**config.mk**
```make
export PLATFORM = sky130hd
export DESIGN_NAME = filter_ctrl
export DESIGN_NICKNAME = d
export VERILOG_FILES = /design/src/rtl/filter_ctrl.sv
export SDC_FILE = /design/constraint.sdc
export NUM_CORES = 1
export LEC_CHECK = 0
export ABC_CLOCK_PERIOD_IN_PS = 10700
export BUFFER_PORTS_ARGS = -buffer_cell sky130_fd_sc_hd__buf_2
export CAP_MARGIN = 20
export CORE_MARGIN = 1
export CORE_UTILIZATION = 32
export CTS_CLUSTER_SIZE = 16
export DETAILED_ROUTE_END_ITERATION = 8
export MAX_ROUTING_LAYER = met4
export SYNTH_ARGS = -nofsm -noshare
export SYNTH_HDL_FRONTEND = slang
export SYNTH_SLANG_ARGS = --single-unit
```
**constraint.sdc**
```tcl
create_clock -name clk -period 10.7 [get_ports clk]
set_input_delay 0.535 -clock clk [delete_from_list [all_inputs] [get_ports clk]]
set_output_delay 0.535 -clock clk [all_outputs]
set_load 0.03 [all_outputs]
```
**src/rtl/filter_ctrl.sv**
```systemverilog
// filter_ctrl: aligns XVGA sync/blank with the Sobel filter pipeline,
// masks the frame border and selects the display mode per frame.
module filter_ctrl #(
    parameter int SOBEL_DLY = 5,
    parameter int H_ACTIVE  = 640,
    parameter int V_ACTIVE  = 480
) (
    input  logic        clk,
    input  logic        rst,
    input  logic [10:0] hcount,
    input  logic [9:0]  vcount,
    input  logic        hsync,
    input  logic        vsync,
    input  logic        blank,
    input  logic [23:0] rgb_in,
    input  logic [7:0]  rgb_gray,
    input  logic [23:0] rgb_edge,
    input  logic [23:0] rgb_cartoon,
    input  logic [1:0]  mode_req,
    input  logic        mode_req_valid,
    output logic [23:0] pixel_out,
    output logic        hsync_out,
    output logic        vsync_out,
    output logic        blank_out,
    output logic [1:0]  mode_cur,
    output logic        mode_ack,
    output logic [7:0]  frame_cnt
);

    typedef enum logic {
        WAIT_FRAME,
        RUN
    } state_t;

    localparam logic [10:0] H_LAST = 11'(H_ACTIVE - 1);
    localparam logic [9:0]  V_LAST = 10'(V_ACTIVE - 1);

    state_t state;
    state_t state_next;

    logic [10:0] hc_pipe   [SOBEL_DLY];
    logic [9:0]  vc_pipe   [SOBEL_DLY];
    logic [23:0] rgb_pipe  [SOBEL_DLY];
    logic [7:0]  gray_pipe [SOBEL_DLY];
    logic [SOBEL_DLY-1:0] hs_pipe;
    logic [SOBEL_DLY-1:0] vs_pipe;
    logic [SOBEL_DLY-1:0] bl_pipe;

    logic [10:0] hcount_d;
    logic [9:0]  vcount_d;
    logic [23:0] rgb_in_d;
    logic [7:0]  rgb_gray_d;
    logic        hsync_d;
    logic        vsync_d;
    logic        blank_d;

    logic        vsync_prev;
    logic        frame_start;
    logic        pend;
    logic [1:0]  pend_mode;
    logic        border;
    logic [23:0] pixel_sel;

    assign hcount_d   = hc_pipe[SOBEL_DLY-1];
    assign vcount_d   = vc_pipe[SOBEL_DLY-1];
    assign rgb_in_d   = rgb_pipe[SOBEL_DLY-1];
    assign rgb_gray_d = gray_pipe[SOBEL_DLY-1];
    assign hsync_d    = hs_pipe[SOBEL_DLY-1];
    assign vsync_d    = vs_pipe[SOBEL_DLY-1];
    assign blank_d    = bl_pipe[SOBEL_DLY-1];

    // Frame boundary: falling edge of the undelayed vsync.
    assign frame_start = vsync_prev & ~vsync;

    // Delay line that brings coordinates, syncs and source pixels in step
    // with the filter outputs.
    always_ff @(posedge clk or posedge rst) begin
        if (rst) begin
            hs_pipe <= '1;
            vs_pipe <= '1;
            bl_pipe <= '1;
            for (int i = 0; i < SOBEL_DLY; i++) begin
                hc_pipe[i]   <= '0;
                vc_pipe[i]   <= '0;
                rgb_pipe[i]  <= '0;
                gray_pipe[i] <= '0;
            end
        end else begin
            hc_pipe[0]   <= hcount;
            vc_pipe[0]   <= vcount;
            rgb_pipe[0]  <= rgb_in;
            gray_pipe[0] <= rgb_gray;
            hs_pipe[0]   <= hsync;
            vs_pipe[0]   <= vsync;
            bl_pipe[0]   <= blank;
            for (int i = 1; i < SOBEL_DLY; i++) begin
                hc_pipe[i]   <= hc_pipe[i-1];
                vc_pipe[i]   <= vc_pipe[i-1];
                rgb_pipe[i]  <= rgb_pipe[i-1];
                gray_pipe[i] <= gray_pipe[i-1];
                hs_pipe[i]   <= hs_pipe[i-1];
                vs_pipe[i]   <= vs_pipe[i-1];
                bl_pipe[i]   <= bl_pipe[i-1];
            end
        end
    end

    // State register plus vsync history for boundary detection.
    always_ff @(posedge clk or posedge rst) begin
        if (rst) begin
            state      <= WAIT_FRAME;
            vsync_prev <= 1'b1;
        end else begin
            state      <= state_next;
            vsync_prev <= vsync;
        end
    end

    // Leave WAIT_FRAME at the first boundary; RUN is only left by reset.
    always_comb begin
        state_next = state;
        unique case (state)
            WAIT_FRAME: if (frame_start) state_next = RUN;
            RUN:        state_next = RUN;
            default:    state_next = WAIT_FRAME;
        endcase
    end

    // Pending mode capture and frame-boundary application.
    always_ff @(posedge clk or posedge rst) begin
        if (rst) begin
            pend      <= 1'b0;
            pend_mode <= 2'd0;
            mode_cur  <= 2'd0;
            mode_ack  <= 1'b0;
            frame_cnt <= 8'd0;
        end else begin
            mode_ack <= 1'b0;
            if (frame_start) begin
                frame_cnt <= frame_cnt + 8'd1;
                if (pend) begin
                    mode_cur <= pend_mode;
                    mode_ack <= 1'b1;
                end
            end
            // A request on the boundary cycle survives for the next boundary.
            if (mode_req_valid) begin
                pend      <= 1'b1;
                pend_mode <= mode_req;
            end else if (frame_start) begin
                pend <= 1'b0;
            end
        end
    end

    // Border masking and display mode selection.
    always_comb begin
        border = (hcount_d == 11'd0) || (hcount_d == H_LAST) ||
                 (vcount_d == 10'd0) || (vcount_d == V_LAST);
        pixel_sel = 24'd0;
        if (state == RUN && !blank_d) begin
            unique case (mode_cur)
                2'd0: pixel_sel = rgb_in_d;
                2'd1: pixel_sel = {rgb_gray_d, rgb_gray_d, rgb_gray_d};
                2'd2: pixel_sel = border ? 24'hFFFFFF : rgb_edge;
                2'd3: pixel_sel = border ? rgb_in_d : rgb_cartoon;
                default: pixel_sel = 24'd0;
            endcase
        end
    end

    // Output register after selection.
    always_ff @(posedge clk or posedge rst) begin
        if (rst) begin
            pixel_out <= 24'd0;
            hsync_out <= 1'b1;
            vsync_out <= 1'b1;
            blank_out <= 1'b1;
        end else begin
            pixel_out <= pixel_sel;
            hsync_out <= hsync_d;
            vsync_out <= vsync_d;
            blank_out <= blank_d;
        end
    end

endmodule

```
# --- After elaboration in Yosys (flattened, before gate mapping) ---
# Cells that the tools add are included.
classes:
  n_addsub: 1
  n_eq_ne: 5
  mux: 10
  bitwise: 3
  reduce_logical: 10
op_table:
  columns: ["op", "count"]
  rows:
  - ["$pmux W24 S4", 1]
  - ["$mux W24", 3]
  - ["$eq A11 B10 Y1 const B", 1]
  - ["$logic_not A11 Y1", 1]
  - ["$eq A10 B9 Y1 const B", 1]
  - ["$logic_not A10 Y1", 1]
  - ["$add A8 B1 Y8 const B", 1]
  - ["$mux W1", 5]
  - ["$eq A2 B2 Y1 const B", 2]
  - ["$logic_or A1 B1 Y1", 3]
  - ["$eq A2 B1 Y1 const B", 1]
  - ["$logic_not A2 Y1", 1]
  - ["$not A1 Y1", 2]
  - ["$pmux W1 S2", 1]
  - ["$reduce_and A2 Y1", 1]
  - ["$reduce_bool A2 Y1", 1]
  - ["$and A1 B1 Y1", 1]
  - ["$logic_and A1 B1 Y1", 1]
  - ["$logic_not A1 Y1", 1]
totals:
  regBits: 323
  inputBits: 109
  out_inout_bits: 38
  elab_cells: 63

# --- Longest topological paths before layout ---
depth:
  depth_word: 7
  ltp_mapped: 8
  depth_no_buf: 6

# --- Least setup slack after synthesis ---
# Ideal clock, no wire load.
synth_timing:
  path_type: "flip-flop to flip-flop"
  start: "register vc_pipe (netlist bit vcount_d[4])"
  end: "register pixel_out[10]"
  setup_time_ns: 0.125
  t_arrival_ns: 1.726
  required_ns: 10.575
  path_slack_ns: 8.849
  path_stages_with_launch: 9
  path_buffers: 2
  synth_period_minus_slack_ns: 1.851
  cell_sequence: "dfrtp_1 or4_4 nor2_4 o21ai_4 and2_4 buf_6 buf_6 a31oi_1 a21oi_1"
synth_between:
  elab_chain_cells: 6
  elab_cells_between_ends: 8
  cone_classes: "eq/ne (1); mux (4); reduce/logical (3)"
synth_rtl:
  columns: ["element", "line_no", "rtl"]
  rows:
  - ["from (decl)", "42", "logic [9:0] vc_pipe [SOBEL_DLY];"]
  - ["from (signal, indexed assignment)", "98", "vc_pipe[i] <= vc_pipe[i-1];"]
  - ["$logic_not A10 Y1", "159", "(vcount_d == 10'd0) || (vcount_d == V_LAST);"]
  - ["$logic_or A1 B1 Y1", "158", "border = (hcount_d == 11'd0) || (hcount_d == H_LAST) ||"]
  - ["$logic_or A1 B1 Y1 (*)", "159", null]
  - ["$mux W24, on equally long branches", "166, 165", null]
  - ["$pmux W24 S4 (*)", "162", "unique case (mode_cur)"]
  - ["$mux W24 (*)", "161", "if (state == RUN && !blank_d) begin"]
  - ["via pixel_sel[10]", "62", "logic [23:0] pixel_sel;"]
  - ["to (signal assigned)", "180", "pixel_out <= pixel_sel;"]
  - ["to (decl)", "21", "output logic [23:0] pixel_out,"]
# Mark *: on every way through the listed nets, which the timed path passes. The rest lies on a longest branch.
# A chain may end at the register's enable or synchronous reset.

==> impl_metrics.toml <==
[outcome]
status = "complete, no violations"

[sta]
fin_worst_skew_ns = 0.0218
period_share_pct = 21.2
rsz0062_at_grt = "no"
final_max_slew_viol_count = 0
tightest_slew_ns = 0.929
finalHoldViolCount = 0
slew_headroom_pct = 38.1
fin_crit_ns = 2.26
setup_tns_ns = 0
setup_viol = 0
fmax_mhz = 442

[yosys]
synth_top_family_by_area = "compound AO/OA/AOI/OAI gates"
synth.area.mux_share_pct = 0.603
synth_largest_area_cell = "dfrtp_1"
synth.area.top_cells = "dfrtp_1 82%, dfstp_2 5.1%, o21ai_0 3.0%"
yosys_warnings = 0
synthXorXnorAreaFrac_pct = 0.657
synthCells = 552
synth_compound_area_share_pct = 7.53
yosysUniqueCellTypes = 30
yosys.area_share.simple_pct = 2.94
avgSynthCellArea_um2 = 16.9
synth_sequential_area_ratio_pct = 86.6
synth_adder_area_share_pct = 0.134
synth_nets = 662
synth_top_area_share_pct = 81.5
synth-seq-cells = 322
synth_area_um2 = 9330

[worst_setup_path]
worstRegToRegCells = 7
r2r-start = "hcount_d[4]$_DFF_PP0_"
crit_type = "in -> async"
rrSetupSlack_ns = 8.54
cp_data_required_time_ns = 11.24
critPathArrivalTime_ns = 2.81
crit_fanout = 123
cp-end-kind = "asynchronous set/reset pin"
critPathLaunchType = "input pin"
worst_r2r_endpoint = "pixel_out[19]$_DFF_PP0_"

[global_route]
antenna_found_initial = 6
grt_start_max_net_pins = 159
grt_pass1_vias = 5042
grt_pass1_wl_um = 27400
grt_overflow_total = 0
track_usage_pct = 12.2

[power_and_ir_drop]
leakage_nw = 5.25
vdd_drop_max_mv = 0.0880
p_per_area_nw_per_um2 = 226

[placement]
port_buffers = 146
dp_hpwl_um = 11800
dp.cells = 1066
gp_congestion = 0.854

[worst_hold_path]
min_path_type = "in -> reg"
min_to = "bl_pipe[0]$_DFF_PP1_"
whs_path_depth = 1
holdCritStartpoint = "blank"

[cts]
cts_resized = 0
clockBufferDepth = 3
path_clk_slew_ns = 0.06
root_buffer = "clkbuf_16"
numClockSinks = 322
clock_latency_ns = 0.54
cts_buffers = 30
cts_tree = "yes"
h-tree-depth = 1

[routing]
viasPerCell = 4.16
drt_iter0_drc = 251
dr.pass1.iters = 4
drc = 0
wl_per_cell_um = 15.3
m1WireLength_um = 7200
finalWirelength_um = 17300
met3WireLength_um = 792
wl_met2_um = 8330
highest_layer = "met4"
vias = 4714
postRouteAntennaNets = 0

[finish]
finalNonFillerCells = 1132
syn_to_final_growth_pct = 23.8
nets = 827
drive_gt1_share_pct = 31.0

[flow_run]
drv_cap = 0

[die]
start_util_pct = 32.5
die_w_um = 173
die_y_um = 173
rows = 62
io-pin-count = 147
core_area_um2 = 28700
die-area_um2 = 29900
[critical path, stage by stage]
cell	delay, ns
dlygate4sd3_1	0.54
buf_2	0.15
inv_8	0.20
buf_16	0.46
buf_4	0.79
[cells by family after synthesis]
logic type,count (synthesis)
fa+ha+maj,1
xor+xnor,7
mux,5
flops,322
simple gates,54
buf+inv,32
compound gates,131
[cells in the final DEF, fill, tap and decap left out]
| cell | count |
|---|---|
| o21ai_0 | 56 |
| clkbuf_1 | 9 |
| or2_1 | 2 |
| buf_2 | 146 |
| xor2_1 | 3 |
| nor2b_1 | 2 |
| and2_4 | 1 |
| inv_8 | 1 |
| nor2_1 | 6 |
| dlygate4sd3_1 | 1 |
| a31oi_1 | 24 |
| or4_4 | 2 |
| dfrtp_1 | 304 |
| nand4_1 | 6 |
| a21oi_1 | 48 |
| mux2_1 | 1 |
| mux2_2 | 4 |
| nor3_1 | 1 |
| bufinv_16 | 1 |
| or4_1 | 2 |
| clkinvlp_4 | 1 |
| clkbuf_16 | 31 |
| clkinv_2 | 6 |
| buf_16 | 2 |
| o21ai_4 | 1 |
| nand2_1 | 28 |
| o21ai_2 | 1 |
| xnor2_1 | 4 |
| o21bai_1 | 1 |
| nor2_4 | 1 |
| inv_1 | 10 |
| buf_4 | 5 |
| diode_2 | 7 |
| clkbuf_8 | 7 |
| ha_1 | 1 |
| dfstp_2 | 18 |
| nand3_1 | 1 |
| nand3_2 | 1 |
| and2_1 | 1 |
| inv_6 | 1 |
[through the flow]
step	hold slack, ns	utilization (%)	power, W	setup slack, ns	area [um^2]
2_1_floorplan	0.331	-	0.00151	1.28	9330
4_1_cts	0.0619	40.0	0.00265	8.54	11500
3_3_place_gp	0.331	36.5	0.00160	8.14	10500
3_5_place_dp	0.335	36.5	0.00161	8.10	10500
6_report	0.0869	40.2	0.00261	8.44	11500
5_1_grt	0.0563	40.2	0.00274	8.07	11500
[cell type report]
cell class	instances	area [um^2]
fillers	2649	17200
flip-flops and latches	322	8080
multi-input cells	198	1110
clock buffers	47	906
repair buffers	154	833
well taps	384	480
clock inverters	9	76.3
inverters	11	48.8
diodes	7	17.5
[cell usage after synthesis, drive strengths merged]
| library cell | count |
|---|---|
| buf | 5 |
| or2 | 2 |
| nand3 | 2 |
| nand2 | 28 |
| dfrtp | 304 |
| or4 | 4 |
| and2 | 2 |
| mux2 | 5 |
| xnor2 | 4 |
| dfstp | 18 |
| xor2 | 3 |
| inv | 11 |
| ha | 1 |
| nor2b | 2 |
| nand4 | 6 |
| nor2 | 7 |
| a21oi | 48 |
| clkbuf | 16 |
| o21bai | 1 |
| a31oi | 24 |
| nor3 | 1 |
| o21ai | 58 |
[metal layers]
| layer | global-route usage [%] | vias to the layer above |
|---|---|---|
| li1 | - | 2188 |
| met1 | 14.8 | 2326 |
| met2 | 18.8 | 146 |
| met3 | 2.37 | 54 |
| met4 | 7.41 | 0 |
| met5 | - | - |
[worst max-delay path by stage]
stage	startpoint	to	slack, ns	depth (start not counted)
finish	rst	frame_cnt[2]$_DFFE_PP0P_	8.44	5
global route	rst	frame_cnt[5]$_DFFE_PP0P_	8.07	5
CTS	hcount_d[4]$_DFF_PP0_	pixel_out[19]$_DFF_PP0_	8.54	7
detailed placement	rst	rgb_pipe[116]$_DFF_PP0_	8.10	3
global placement	rst	rgb_pipe[91]$_DFF_PP0_	8.14	3
floorplan	rst	frame_cnt[0]$_DFFE_PP0P_	1.28	1
[power breakdown]
group,internal [W],switching [W]
Sequential,0.00130,0.0000453
Clock,0.000604,0.000423
Combinational,0.0000711,0.000164
Total,0.00198,0.000633
[sequential cells by signal, summed over array words and instances, names as in the netlist]
signal and count:
rgb_pipe 96, hc_pipe 44, vc_pipe 40, gray_pipe 32, pixel_out 24, rgb_in_d 24
hcount_d 11, vcount_d 10, frame_cnt 8, rgb_gray_d 8, bl_pipe 5, hs_pipe 5
vs_pipe 5, mode_cur 2, pend_mode 2, blank_out 1, hsync_out 1, mode_ack 1
pend 1, state 1, vsync_out 1
[repair_timing]
action                    CTS  global route
setup buffers               0             0
hold buffers                0             1
hold endpoints to repair    0            35
Note: power is estimated with default switching activity, not from simulation.
